**src/rtl/range_sample_framer.sv**
```systemverilog
// range_sample_framer: packs a valid/ready byte stream into little-endian
// WIDTH-bit samples. It drives the range finder's go/finish so that each
// frame maps to exactly one RUN interval. A frame that ends part-way through
// a sample is flagged with frame_error.
module range_sample_framer #(
  parameter int WIDTH = 16
) (
  input  logic             clock,
  input  logic             reset_n,
  input  logic [7:0]       byte_in,
  input  logic             byte_valid,
  input  logic             byte_last,
  output logic             byte_ready,
  output logic [WIDTH-1:0] sample_out,
  output logic             go,
  output logic             finish,
  output logic             frame_error
);

  localparam int BYTES  = WIDTH / 8;
  localparam int BIDX_W = (BYTES > 1) ? $clog2(BYTES) : 1;
  localparam logic [BIDX_W-1:0] LAST_IDX = BIDX_W'(BYTES - 1);

  typedef enum logic [1:0] {
    S_IDLE,
    S_ASSEMBLE,
    S_DRAIN,
    S_FIN
  } state_t;

  state_t             r_state;
  state_t             w_next;
  logic [BIDX_W-1:0]  r_bidx;
  logic               r_open;
  logic [WIDTH-1:0]   r_shadow;
  logic [WIDTH-1:0]   w_full;
  logic [WIDTH-1:0]   r_sample;
  logic               r_go;
  logic               r_finish;
  logic               r_ferr;
  logic               r_ready;
  logic               w_xfer;

  assign w_xfer = byte_valid && r_ready;

  // Next-state logic: a last byte always leads through DRAIN and FIN.
  always_comb begin
    w_next = r_state;
    case (r_state)
      S_IDLE, S_ASSEMBLE: begin
        if (w_xfer) begin
          w_next = byte_last ? S_DRAIN : S_ASSEMBLE;
        end
      end
      S_DRAIN: w_next = S_FIN;
      S_FIN:   w_next = S_IDLE;
      default: w_next = S_IDLE;
    endcase
  end

  // Full sample = bytes gathered so far plus the byte completing it.
  always_comb begin
    w_full = r_shadow;
    w_full[WIDTH-1 -: 8] = byte_in;
  end

  // Shadow byte lanes; pure data, so no reset needed.
  always_ff @(posedge clock) begin
    if (w_xfer) begin
      for (int i = 0; i < BYTES; i++) begin
        if (r_bidx == BIDX_W'(i)) begin
          r_shadow[8*i +: 8] <= byte_in;
        end
      end
    end
  end

  // State, byte index, frame-open flag and registered outputs.
  always_ff @(posedge clock or negedge reset_n) begin
    if (!reset_n) begin
      r_state  <= S_IDLE;
      r_bidx   <= '0;
      r_open   <= 1'b0;
      r_sample <= '0;
      r_go     <= 1'b0;
      r_finish <= 1'b0;
      r_ferr   <= 1'b0;
      r_ready  <= 1'b1;
    end else begin
      r_state  <= w_next;
      // Ready is registered from the next state so it never depends on inputs.
      r_ready  <= (w_next == S_IDLE) || (w_next == S_ASSEMBLE);
      r_go     <= 1'b0;
      r_finish <= 1'b0;
      r_ferr   <= 1'b0;
      if (w_xfer) begin
        if (r_bidx == LAST_IDX) begin
          r_bidx   <= '0;
          r_sample <= w_full;
          if (!r_open) begin
            r_go   <= 1'b1;
            r_open <= 1'b1;
          end
        end else if (byte_last) begin
          // Trailing partial sample: drop it, keep sample_out as is.
          r_bidx <= '0;
          r_ferr <= 1'b1;
        end else begin
          r_bidx <= r_bidx + 1'b1;
        end
      end
      // finish only closes a RUN that go actually opened.
      if (r_state == S_DRAIN) begin
        r_finish <= r_open;
      end
      if (r_state == S_FIN) begin
        r_open <= 1'b0;
      end
    end
  end

  assign byte_ready  = r_ready;
  assign sample_out  = r_sample;
  assign go          = r_go;
  assign finish      = r_finish;
  assign frame_error = r_ferr;

endmodule

```
**config.mk**
```make
export PLATFORM = sky130hd
export DESIGN_NAME = range_sample_framer
export DESIGN_NICKNAME = d
export VERILOG_FILES = /design/src/rtl/range_sample_framer.sv
export SDC_FILE = /design/constraint.sdc
export NUM_CORES = 1
export LEC_CHECK = 0
export BUFFER_PORTS_ARGS = -buffer_cell sky130_fd_sc_hd__clkbuf_2
export CAP_MARGIN = 20
export CORE_ASPECT_RATIO = 0.5
export CORE_MARGIN = 2
export CORE_UTILIZATION = 45
export CTS_CLUSTER_SIZE = 40
export DETAILED_ROUTE_END_ITERATION = 10
export PLACE_DENSITY_LB_ADDON = 0.1
export SLEW_MARGIN = 10
export SYNTH_ARGS = -nofsm -noshare
export SYNTH_HDL_FRONTEND = slang
export SYNTH_SLANG_ARGS = --single-unit
```
**constraint.sdc**
```tcl
create_clock -name clock -period 1.6 [get_ports clock]
set_clock_uncertainty 0.15 [all_clocks]
set_input_delay 0.24 -clock clock [delete_from_list [all_inputs] [get_ports clock]]
set_output_delay 0.24 -clock clock [all_outputs]
set_load 0.01 [all_outputs]
```
# --- After elaboration in Yosys (flattened, before gate mapping) ---
# Index checks and enable logic that the tools add are counted.
# W data, S select, Z words.
word_totals:
  ff_bits: 32
  input_bits: 12
  out_inout_bits: 20
  wordCells: 40
classes:
  add_sub_neg: 1
  n_eq_ne: 4
  n_mux: 15
  bitwise: 1
  n_reduce_logical: 10
ops:
  columns: ["op", "count"]
  rows:
  - ["$mux W1", 12]
  - ["$pmux W2 S3", 1]
  - ["$reduce_and A2 Y1", 3]
  - ["$eq A2 B1 Y1 const B", 2]
  - ["$eq A2 B2 Y1 const B", 2]
  - ["$logic_not A2 Y1", 2]
  - ["$mux W2", 2]
  - ["$reduce_bool A2 Y1", 2]
  - ["$reduce_or A2 Y1", 1]
  - ["$add A1 B1 Y1 const B", 1]
  - ["$logic_and A1 B1 Y1", 1]
  - ["$logic_or A1 B1 Y1", 1]
  - ["$not A1 Y1", 1]

# --- Depth between registers and ports, before layout ---
depth:
  ltp_word: 5
  ltp_mapped: 3
  mapped_depth_nobuf: 2

# --- Worst setup path before layout ---
# Ideal clock, no wire load.
synth_path:
  kind: "register to register"
  startpoint: "register r_ready (netlist: byte_ready)"
  endpoint: "register r_shadow[0] (enable)"
  setup_time_ns: 0.370
  arrival_ns: 1.057
  required_ns: 1.080
  setup_slack_ns: 0.023
  path_stages_with_launch: 3
  n_path_buf: 0
  period_less_slack_ns: 1.577
  path_cell_list: "dfstp_2 -> nand2_1 -> nor2_1"
synth_between:
  elab_chain_len: 2
synth_rtl:
  columns: ["element", "line", "rtl"]
  rows:
  - ["start, declared", "41", "logic r_ready;"]
  - ["start signal, assigned", "92", "r_ready <= (w_next == S_IDLE) || (w_next == S_ASSEMBLE);"]
  - ["$logic_and A1 B1 Y1", "44", "assign w_xfer = byte_valid && r_ready;"]
  - ["$reduce_and A2 Y1 (no source line)", null, null]
  - ["end signal, assigned by index", "72", "r_shadow[8*i +: 8] <= byte_in;"]
  - ["end, declared", "35", "logic [WIDTH-1:0] r_shadow;"]
# No other way between the ends.
# A chain may end at the register's enable or synchronous reset.

# --- Final worst setup path ---
layout_path:
  startpoint: "register r_ready (netlist: byte_ready)"
  endpoint: "register r_sample[13] (netlist: sample_out[13])"
layout_between:
  elab_chain_len: 2
layout_rtl:
  columns: ["element", "line", "rtl"]
  rows:
  - ["$logic_and A1 B1 Y1", "44", null]
  - ["$reduce_and A2 Y1 (no source line)", null, null]
  - ["end signal, assigned", "99", "r_sample <= w_full;"]
  - ["end, declared", "37", "logic [WIDTH-1:0] r_sample;"]
# No other way between the ends.

==> results.ini <==
[status]
status = complete, no violations

[finish]
final_util_pct = 58.7
antennaDiodeCount = 0
drive_gt1_share_pct = 56.1
fin_nets = 119
fin_area_mm2 = 0.00149
syn2layout_area_growth_pct = 26.5
nFillCells = 216

[floorplanning]
start_util_pct = 46.4
dieArea_mm2 = 0.00307
die_h_um = 40.2
fp.dieW_um = 76.3
num_rows = 13
core_area_mm2 = 0.00254
ios = 32

[sta]
finalHoldViolations = 0
hold_slack_ps = 13.6
drv_slew = 0
rsz0062_at_grt = false
max_freq_mhz = 658
relSlewSlack_pct = 61.2
totalNegativeSetupSlack_ps = 0
fin_crit_sh_pct = 95.0
finalSetupViolations = 0
worstMarginPinSlew_ps = 581
fin_crit_ps = 1520

[grt]
antenna_found_initial = 0
grt_overflow_total = 0
grt_first_pass_wirelength_um = 2970
grt_max_degree = 25
grt_use_total_pct = 13.8
grt_pass1_vias = 665

[critical_path]
cp_num_cells = 2
crit_path_end_kind = flip-flop
crit_buf_inv = 0
cp-start-kind = flip-flop
crit_chain = nand3_4, mux2_4
slowest_stage = dfstp_2
cp_max_fo = 18
cpPeakStageDelay_ps = 600
crit_family = flip-flops
required_ps = 1600
path_class = reg2reg
reg2reg_depth = 2
cp.arrival_ps = 1520
crit_start = byte_ready$_DFF_PN1_
cp-endpoint = sample_out[13]$_DFFE_PN0P_
ff2ff_setup_slack_ps = 80
worstReg2RegEnd = sample_out[13]$_DFFE_PN0P_
timing.rr.start = byte_ready$_DFF_PN1_

[cts]
cts_made_buffers = 5
htreeDepth = 2
cts_sinks = 32
root_buffer = clkbuf_8
cts_setup_buffers = 0
clk_pin_slew_worst_paths_ps = 60
post_cts_resized = 0
clk_latency_ps = 270
cts_tree = done
ctsLongestPathBuffers = 2
cts.hold.buffers_added = 1

[pwr]
fin_total_pwr_mw = 2.95
p_per_area_mw_per_mm2 = 1980
leakage_nw = 0.715
ir_drop_uv = 730

[placement]
portBuffers = 31
routabilityCongestion = 0.789
hpwl_um = 1370
placed_area_mm2 = 0.00138

[route]
drtAntennaViolNets = 0
num_vias = 682
drt_wl_total_um = 1880
drt_iter0_markers = 23
wl_per_cell_um = 13.1
route.detailed.drc = 0
vias_per_cell = 4.74
dr.pass1.iters = 4

[hold_path]
hold_class = in2reg

[yosys]
syn_inst = 67
yosysSeqAreaShare_pct = 71.5
yosys_warnings = 0
netlist-cell-type-count = 17
synth_area_per_cell_um2 = 17.6
syn_nets = 79
netlist_area_mm2 = 0.00118
postSynthRegisterBits = 32

[flow_run]
drv_cap = 0

[worst min path at each step]
stage / startpoint / endpoint / slack (ps) / depth (start not counted)
global route: byte_in[1] / r_shadow[1]$_DFFE_PP_ / 0.9 / 1
finish: byte_in[7] / r_shadow[7]$_DFFE_PP_ / 10 / 1
global placement: reset_n / sample_out[13]$_DFFE_PN0P_ / 100 / 1
CTS: byte_in[6] / r_shadow[6]$_DFFE_PP_ / 8 / 1
floorplan: reset_n / finish$_DFF_PN0_ / -210 / 0
detailed placement: reset_n / sample_out[1]$_DFFE_PN0P_ / 130 / 1
[synth_stat cells]
master    count  area, um2
nand2_1       1       3.75
nand2b_1      1       6.26
buf_6         1       11.3
nor2_1        6       22.5
a22oi_1       2       15.0
nand3b_1      1       7.51
edfxtp_1      8        240
o21a_1        1       7.51
nand3_1       1       5.00
dfstp_2       1       26.3
mux2_2        9        101
mux2_4        8        120
nand3_4       1       17.5
o21ai_0       1       5.00
dfrtp_1      23        576
inv_1         1       3.75
a31o_2        1       8.76
[metrics by stage]
step | instances | setup slack [ps]
CTS | 144 | 75.3
finish | 144 | 80.7
floorplan | 67 | 22.6
global placement | 136 | 134
global route | 144 | 27.8
detailed placement | 136 | 86.5
[worst reg2reg max path: cells and delay by family (launching register included)]
kind	cells	cell delay [ps]
muxes	1	390
DFF	1	600
and+or+nand+nor	1	270
[power breakdown]
group / total (mW) / leakage (nW) / internal [mW] / switching [mW]
registers: 1.38 / 0.364 / 1.19 / 0.195
clock network: 0.636 / 0.0503 / 0.382 / 0.254
logic: 0.936 / 0.300 / 0.526 / 0.410
total: 2.95 / 0.715 / 2.10 / 0.859
[sequential cells by signal (all words and copies together), names as in the netlist]
signal and cells:
sample_out 16, r_shadow 8, r_state 2, byte_ready 1, finish 1, frame_error 1, go 1, r_bidx 1
r_open 1
[cell type report]
cell class	count	area (um2)	share of cell area (%)
Clock buffer	7	96.3	6.47
Tap cell	37	46.3	3.11
Inverter	1	3.75	0.252
Multi-Input combinational cell	33	320	21.5
Sequential cell	32	842	56.6
Timing Repair Buffer	34	180	12.1
[placed cells by master (no fill, tap or decap)]
master	n
dfrtp_1	23
dfstp_2	1
edfxtp_1	8
o21a_1	1
a31o_2	1
dlygate4sd3_1	1
inv_1	1
nand3_1	1
mux2_2	9
clkbuf_2	31
mux2_4	8
a22oi_1	2
nand3b_1	1
o21ai_0	1
nor2_1	6
clkbuf_8	7
nand2_1	1
nand2b_1	1
nand3_4	1
buf_4	2
[routing by layer]
metal	track usage [%]	vias to the layer above	wire length, um
met2	23.9	17	908
met4	5.45	0	0
met3	7.66	0	114
met1	15.1	344	858
met5	0	-	0
li1	-	321	-
[logic make-up after synthesis]
| logic type | after synthesis | synth area share [%] |
|---|---|---|
| and+or+nand+nor | 11 | 5.31 |
| DFF | 32 | 71.5 |
| buffers and inverters | 2 | 1.27 |
| muxes | 17 | 18.8 |
| AOI/OAI and AO/OA | 5 | 3.08 |
(Power assumes the default switching activity.)
